--- config.mk ---
export PLATFORM = sky130hd
export DESIGN_NAME = tetris_input_ctrl
export DESIGN_NICKNAME = d
export VERILOG_FILES = /design/src/rtl/tetris_input_pkg.sv /design/src/rtl/tetris_debounce.sv /design/src/rtl/tetris_input_ctrl.sv
export SDC_FILE = /design/constraint.sdc
export NUM_CORES = 1
export LEC_CHECK = 0
export CAP_MARGIN = 20
export CORE_UTILIZATION = 65
export CTS_BUF_LIST = sky130_fd_sc_hd__clkbuf_2
export DETAILED_ROUTE_END_ITERATION = 8
export GPL_TIMING_DRIVEN = 0
export HOLD_SLACK_MARGIN = 0.06
export PLACE_DENSITY_LB_ADDON = 0.15
export SYNTH_ARGS = -nofsm -noshare
export SYNTH_HDL_FRONTEND = slang
export SYNTH_HIERARCHICAL = 1
export SYNTH_SLANG_ARGS = --single-unit
--- constraint.sdc ---
create_clock -name clock -period 5.4 [get_ports clock]
set_input_delay 0.81 -clock clock [delete_from_list [all_inputs] [get_ports clock]]
set_output_delay 0.81 -clock clock [all_outputs]
set_load 0.005 [all_outputs]
--- src/rtl/tetris_input_pkg.sv ---
// -----------------------------------------------------------------------------
// tetris_input_pkg
// Shared constants for the Tetris joystick/button input path (register r27).
// Move codes match the values the game software decodes; button indices give
// the bit position of each raw JB line on the buttons bus.
// -----------------------------------------------------------------------------
package tetris_input_pkg;

    // Move codes presented to the CPU
    localparam logic [3:0] CODE_NONE  = 4'd0;
    localparam logic [3:0] CODE_UP    = 4'd1;
    localparam logic [3:0] CODE_RIGHT = 4'd2;
    localparam logic [3:0] CODE_DOWN  = 4'd3;
    localparam logic [3:0] CODE_LEFT  = 4'd4;
    localparam logic [3:0] CODE_SL    = 4'd7;
    localparam logic [3:0] CODE_SR    = 4'd8;
    localparam logic [3:0] CODE_HOLD  = 4'd9;

    // Bit positions on the buttons bus
    localparam int BTN_UP    = 0;
    localparam int BTN_RIGHT = 1;
    localparam int BTN_DOWN  = 2;
    localparam int BTN_LEFT  = 3;
    localparam int BTN_SL    = 4;
    localparam int BTN_SR    = 5;
    localparam int BTN_HOLD  = 6;
    localparam int BTN_RST   = 7;

    // Buttons 0..NUM_EVT-1 generate queued events; BTN_RST does not
    localparam int NUM_EVT = 7;

    // Map an event button index to its move code
    function automatic logic [3:0] btn_code(input int idx);
        logic [3:0] c;
        case (idx)
            BTN_UP:    c = CODE_UP;
            BTN_RIGHT: c = CODE_RIGHT;
            BTN_DOWN:  c = CODE_DOWN;
            BTN_LEFT:  c = CODE_LEFT;
            BTN_SL:    c = CODE_SL;
            BTN_SR:    c = CODE_SR;
            BTN_HOLD:  c = CODE_HOLD;
            default:   c = CODE_NONE;
        endcase
        return c;
    endfunction

endpackage

--- src/rtl/tetris_debounce.sv ---
// -----------------------------------------------------------------------------
// tetris_debounce
// Single-bit 2-flop synchronizer followed by a stable-level debouncer. The
// output level only changes after the synchronized input has disagreed with it
// for DEBOUNCE_CYCLES consecutive cycles; any agreeing cycle restarts the count.
//
// Ports:
//   clk_i    system clock
//   rst_ni   asynchronous active-low reset
//   raw_i    raw asynchronous button line
//   level_o  debounced level
// -----------------------------------------------------------------------------
module tetris_debounce #(
    parameter int DEBOUNCE_CYCLES = 500000
) (
    input  logic clk_i,
    input  logic rst_ni,
    input  logic raw_i,
    output logic level_o
);

    localparam int CW = $clog2(DEBOUNCE_CYCLES + 1);

    logic          sync1_q, sync2_q;
    logic          level_q, level_d;
    logic [CW-1:0] cnt_q, cnt_d;

    always_comb begin
        level_d = level_q;
        cnt_d   = '0;
        if (sync2_q != level_q) begin
            // The current cycle is the DEBOUNCE_CYCLES-th disagreeing one
            if (cnt_q == CW'(DEBOUNCE_CYCLES - 1)) begin
                level_d = sync2_q;
            end else begin
                cnt_d = cnt_q + 1'b1;
            end
        end
    end

    always_ff @(posedge clk_i or negedge rst_ni) begin
        if (!rst_ni) begin
            sync1_q <= 1'b0;
            sync2_q <= 1'b0;
            level_q <= 1'b0;
            cnt_q   <= '0;
        end else begin
            sync1_q <= raw_i;
            sync2_q <= sync1_q;
            level_q <= level_d;
            cnt_q   <= cnt_d;
        end
    end

    assign level_o = level_q;

endmodule

--- src/rtl/tetris_input_ctrl.sv ---
// -----------------------------------------------------------------------------
// tetris_input_ctrl
// Producer for the CPU joystick/button register r27. Debounces eight raw
// button lines, turns press edges (and optional auto-repeat of left/right/down)
// into pending events, and arbitrates one event per cycle into a small code
// FIFO that the CPU drains one entry per read.
//
// Build option: define TETRIS_INPUT_REPEAT_EN to enable auto-repeat on
// left/right/down. Without it REPEAT_DELAY/REPEAT_RATE are unused.
//
// Ports:
//   clock       system clock
//   reset       asynchronous active-low reset
//   buttons     raw lines: [0]up [1]right [2]down [3]left [4]SL [5]SR
//               [6]hold [7]game-reset
//   rd_en       pop one code (ignored while empty)
//   code        FIFO head, 0 when empty
//   valid       FIFO non-empty
//   overflow    sticky: a press merged into an already-pending event
//   game_reset  debounced level of buttons[7]
// -----------------------------------------------------------------------------
module tetris_input_ctrl
    import tetris_input_pkg::*;
#(
    parameter int DEBOUNCE_CYCLES = 500000,
    parameter int REPEAT_DELAY    = 15000000,
    parameter int REPEAT_RATE     = 2500000,
    parameter int FIFO_DEPTH      = 4
) (
    input  logic       clock,
    input  logic       reset,
    input  logic [7:0] buttons,
    input  logic       rd_en,
    output logic [3:0] code,
    output logic       valid,
    output logic       overflow,
    output logic       game_reset
);

    localparam int AW = $clog2(FIFO_DEPTH);
    localparam int CW = AW + 1;

    logic [7:0]         lvl;
    logic [NUM_EVT-1:0] lvl_prev_q;
    logic [NUM_EVT-1:0] rise;
    logic [NUM_EVT-1:0] rep_fire;
    logic [NUM_EVT-1:0] pend_q, pend_d;
    logic [NUM_EVT-1:0] grant;
    logic               ovf_q, ovf_d;

    logic [3:0]         mem_q [FIFO_DEPTH];
    logic [AW-1:0]      wptr_q, wptr_d, rptr_q, rptr_d;
    logic [CW-1:0]      cnt_q, cnt_d;
    logic               full, pop, wr_en;
    logic [3:0]         wr_code;

    // Synchronize + debounce every line
    for (genvar g = 0; g < 8; g++) begin : g_db
        tetris_debounce #(
            .DEBOUNCE_CYCLES(DEBOUNCE_CYCLES)
        ) u_db (
            .clk_i  (clock),
            .rst_ni (reset),
            .raw_i  (buttons[g]),
            .level_o(lvl[g])
        );
    end

    assign rise = lvl[NUM_EVT-1:0] & ~lvl_prev_q;

`ifdef TETRIS_INPUT_REPEAT_EN
    localparam int REP_MAX = (REPEAT_DELAY > REPEAT_RATE) ? REPEAT_DELAY : REPEAT_RATE;
    localparam int RW      = $clog2(REP_MAX + 1);

    // One counter each for right, down, left (consecutive indices)
    logic [RW-1:0] rep_cnt_q [3];
    logic [RW-1:0] rep_cnt_d [3];
    logic [2:0]    rep_first_q, rep_first_d;

    // While released the counter idles at 0 with the "first" flag armed, so
    // cnt reaching REPEAT_DELAY lands exactly REPEAT_DELAY cycles after the
    // press event; later repeats restart from 0 and fire at REPEAT_RATE-1.
    always_comb begin
        rep_fire    = '0;
        rep_first_d = rep_first_q;
        for (int i = 0; i < 3; i++) begin
            rep_cnt_d[i] = rep_cnt_q[i];
            if (!lvl[BTN_RIGHT + i]) begin
                rep_cnt_d[i]   = '0;
                rep_first_d[i] = 1'b1;
            end else if (rep_first_q[i] && rep_cnt_q[i] == RW'(REPEAT_DELAY)) begin
                rep_fire[BTN_RIGHT + i] = 1'b1;
                rep_cnt_d[i]            = '0;
                rep_first_d[i]          = 1'b0;
            end else if (!rep_first_q[i] && rep_cnt_q[i] == RW'(REPEAT_RATE - 1)) begin
                rep_fire[BTN_RIGHT + i] = 1'b1;
                rep_cnt_d[i]            = '0;
            end else begin
                rep_cnt_d[i] = rep_cnt_q[i] + 1'b1;
            end
        end
    end

    always_ff @(posedge clock or negedge reset) begin
        if (!reset) begin
            rep_first_q <= '0;
            for (int i = 0; i < 3; i++) rep_cnt_q[i] <= '0;
        end else begin
            rep_first_q <= rep_first_d;
            for (int i = 0; i < 3; i++) rep_cnt_q[i] <= rep_cnt_d[i];
        end
    end
`else
    assign rep_fire = '0;
`endif

    // Arbiter: one write per cycle, highest index (hold) wins
    always_comb begin
        pop     = rd_en && (cnt_q != '0);
        full    = (cnt_q == CW'(FIFO_DEPTH));
        grant   = '0;
        wr_en   = 1'b0;
        wr_code = CODE_NONE;
        if (!full || pop) begin
            for (int i = 0; i < NUM_EVT; i++) begin
                if (pend_q[i]) begin
                    grant    = '0;
                    grant[i] = 1'b1;
                    wr_en    = 1'b1;
                    wr_code  = btn_code(i);
                end
            end
        end
    end

    // Only a real press merging into an uncollected event is an overflow;
    // auto-repeats simply coalesce while the FIFO is backed up.
    always_comb begin
        pend_d = (pend_q & ~grant) | rise | rep_fire;
        ovf_d  = ovf_q | (|(rise & pend_q & ~grant));
    end

    always_comb begin
        wptr_d = wr_en ? wptr_q + 1'b1 : wptr_q;
        rptr_d = pop   ? rptr_q + 1'b1 : rptr_q;
        case ({wr_en, pop})
            2'b10:   cnt_d = cnt_q + 1'b1;
            2'b01:   cnt_d = cnt_q - 1'b1;
            default: cnt_d = cnt_q;
        endcase
    end

    always_ff @(posedge clock or negedge reset) begin
        if (!reset) begin
            lvl_prev_q <= '0;
            pend_q     <= '0;
            ovf_q      <= 1'b0;
            wptr_q     <= '0;
            rptr_q     <= '0;
            cnt_q      <= '0;
        end else begin
            lvl_prev_q <= lvl[NUM_EVT-1:0];
            pend_q     <= pend_d;
            ovf_q      <= ovf_d;
            wptr_q     <= wptr_d;
            rptr_q     <= rptr_d;
            cnt_q      <= cnt_d;
        end
    end

    // Storage needs no reset: the head is masked while the count is zero
    always_ff @(posedge clock) begin
        if (wr_en) mem_q[wptr_q] <= wr_code;
    end

    assign valid      = (cnt_q != '0);
    assign code       = valid ? mem_q[rptr_q] : CODE_NONE;
    assign overflow   = ovf_q;
    assign game_reset = lvl[BTN_RST];

endmodule

==> results_dict.tcl <==
set metrics [dict create \
    outcome "finished clean" \
    die_y_um 128 \
    final_hold_viol_count 0 \
    wl_um 17900 \
    switching_power_uw 819 \
    worst-setup-path-type "reg -> out" \
    worst_pin_slew_ns 0.720 \
    design_area_mm2 0.0112 \
    ys_warn_count 6 \
    required_ns 4.59 \
    die_area_mm2 0.0164 \
    synth_fp_nets 993 \
    setup-violations-final 0 \
    end_kind "output port" \
    initial_core_util 0.671 \
    dpl.cell_count 1197 \
    ys_seq_area_frac 0.527 \
    htree_num_levels 2 \
    synthCells 968 \
    ys_async_sr_fraction 0.925 \
    clockBufferDepth 3 \
    drv_slew 0 \
    die_w_um 128 \
    vias 7131 \
    synth_enable_flop_cells 16 \
    max-cap-violations 0 \
    combPwrFrac 0.106 \
    cts_sinks 214 \
    drc 0 \
    final_core_util 0.731 \
    io_pins 18 \
    grt_pass1_wl_um 31500 \
    syn_area_mm2 0.0103 \
    fillCellCount 1160 \
    grt_pass1_vias 7042 \
    swShare 0.272 \
    clock_power_share 0.327 \
    coreArea_mm2 0.0154 \
    final_layout_size_suffix_gt1_frac 0.136 \
    post_cts_buffers 0 \
    arrival_ns 2.44 \
    setup_ws_ns 2.15 \
    p_per_area_mw_per_mm2 268 \
    num_rows 45 \
    finalPower_mw 3.02 \
    synthFlopType "dfrtp_1" \
    pwr-share-seq 0.567 \
    min_period_ns 3.25 \
    fin_skew_ns 0.0388 \
    track_usage 0.237 \
    hpwl_um 12000 \
    holdCritPathClass "reg -> reg" \
    cts_tree "yes" \
    synthToLayoutAreaGrowth_pct 8.95 \
    wl_per_cell_um 13.9 \
    grt_overflow 0 \
    ys_ff_latch 214 \
    fin_nets 1067 \
    min_from "g_db[3].u_db/sync1_q" \
    preCtsSetupSlack_ns 2.28 \
    vias_per_cell 5.52 \
    rsz0062_at_grt "no" \
    finalSetupTns_ns 0 \
    post_cts_resized 0 \
    hold_ws_ns 0.350 \
    slew-limit-headroom 0.520 \
    p_int_mw 2.20 \
    grt_max_degree 103 \
    numCtsBuffers 53 \
    peakVddDrop_mv 0.191 \
    crit_fanout 6 \
    hold_buffers 1 \
    cts.clk_slew.worst_paths_ns 0.10 \
    drt_iter0_drc 387 \
    rr_worst_depth 9 \
    reg2reg_slack_ns 3.05 \
    min_to "g_db[3].u_db/sync2_q" \
    period_share 0.602 \
    critPathLaunch "rptr_q[0]" \
    gp_congestion 0.845 \
    dpl_cell_area_mm2 0.0108 \
    final_antenna_net_count 0 \
    avgSynthCellArea_um2 10.7 \
    layoutNonFillerInstCount 1291 \
    timing.rr.start "pend_q[6]" \
    r2r-end "cnt_q[2]" \
    netlist-cell-type-count 43 \
    holdPathStages 0 \
    grt_antenna_before_repair 1 \
    p_leak_nw 4.64 \
    worstSkewPairLatency_ns 0.76 \
    timing.fmax_mhz 308 \
    start_kind "flop" \
    firstDrtPassIters 5 \
    io_buffers 17 \
    layout_common_cells "198 x dfrtp_1, 161 x nor2_1, 107 x xnor2_1" \
    mostFrequentLayoutCell "dfrtp_1" \
    cts_root_buffer "clkbuf_2" \
]
power groups by stage:
stage,Clock [mW],Sequential (mW),Combinational [mW]
finish,0.987,1.71,0.319
global route,1.12,1.72,0.362
CTS,1.04,1.71,0.328
detailed placement,0,1.74,0.326
global placement,0,1.74,0.312
floorplan,0,1.73,0.200
sequential cells by signal, summed over array words and instances (netlist names):
name / flops
wptr_q: 2
mem_q: 16
g_db.u_db/cnt_q: 152
lvl_prev_q: 7
g_db.u_db/level_o: 8
rptr_q: 2
g_db.u_db/sync2_q: 8
cnt_q: 3
overflow: 1
pend_q: 7
g_db.u_db/sync1_q: 8
logic make-up (layout without fill, tap and decap cells):
| logic type | count (synthesis) | in the layout | share of synthesized area |
|---|---|---|---|
| buf+inv | 70 | 181 | 0.0296 |
| fa+ha+maj | 14 | 14 | 0.0177 |
| simple gates | 454 | 454 | 0.238 |
| mux | 22 | 22 | 0.0273 |
| compound gates | 68 | 68 | 0.0537 |
| xor+xnor | 126 | 126 | 0.107 |
| other cells | 0 | 1 | 0 |
| flops | 214 | 214 | 0.527 |
synth_stat cells (all sizes together) (4+ instances only):
cell type	n	area share
nand4	42	0.037
xor2	19	0.016
or3	17	0.010
dfrtp	198	0.48
and2	17	0.010
nor3	33	0.016
mux2i	9	0.0087
nor2	161	0.059
nor2b	10	0.0061
nand3	57	0.028
o21ai	24	0.012
edfxtp	16	0.047
mux2	9	0.0098
inv	52	0.019
o41ai	8	0.021
or4	8	0.0087
nor4b	9	0.0082
a21oi	27	0.013
buf	18	0.011
xnor2	107	0.091
ha	13	0.016
mux4	4	0.0087
nand2	46	0.017
nor4	48	0.034
worst max-delay path by stage:
stage,end,slack (ns),cells past startpoint
6_report,code[0],2.15,4
5_1_grt,code[0],1.93,4
4_1_cts,code[0],2.02,4
3_5_place_dp,cnt_q[2],2.28,10
3_3_place_gp,g_db[3].u_db/cnt_q[8],-4.53,1
2_1_floorplan,cnt_q[2],3.01,9
final cells by class:
type | instances | area, µm² | share of cell area
repair buffers | 19 | 213 | 0.0189
multi-input cells | 684 | 4580 | 0.407
well taps | 211 | 264 | 0.0235
clock buffers | 76 | 380 | 0.0338
plain buffers | 18 | 110 | 0.00979
clock inverters | 16 | 63.8 | 0.00568
inverters | 52 | 195 | 0.0174
flip-flops and latches | 214 | 5440 | 0.483
diodes | 1 | 2.50 | 0.000223
worst max-delay path, stage by stage (launching register included):
cell and delay [ns]:
dfrtp_1 0.33, buf_2 0.21, mux4_2 0.54, and2_1 0.17
clkdlybuf4s50_1 0.43
routing by layer:
layer  global-route usage  share of wire  up-vias
met5                    0              0        -
met4               0.0879          0.016        0
met3               0.0459          0.033       27
met2                0.380           0.48      104
met1                0.322           0.48     3423
li1                     -              -     3577
Power figures use the tool's default switching activity.
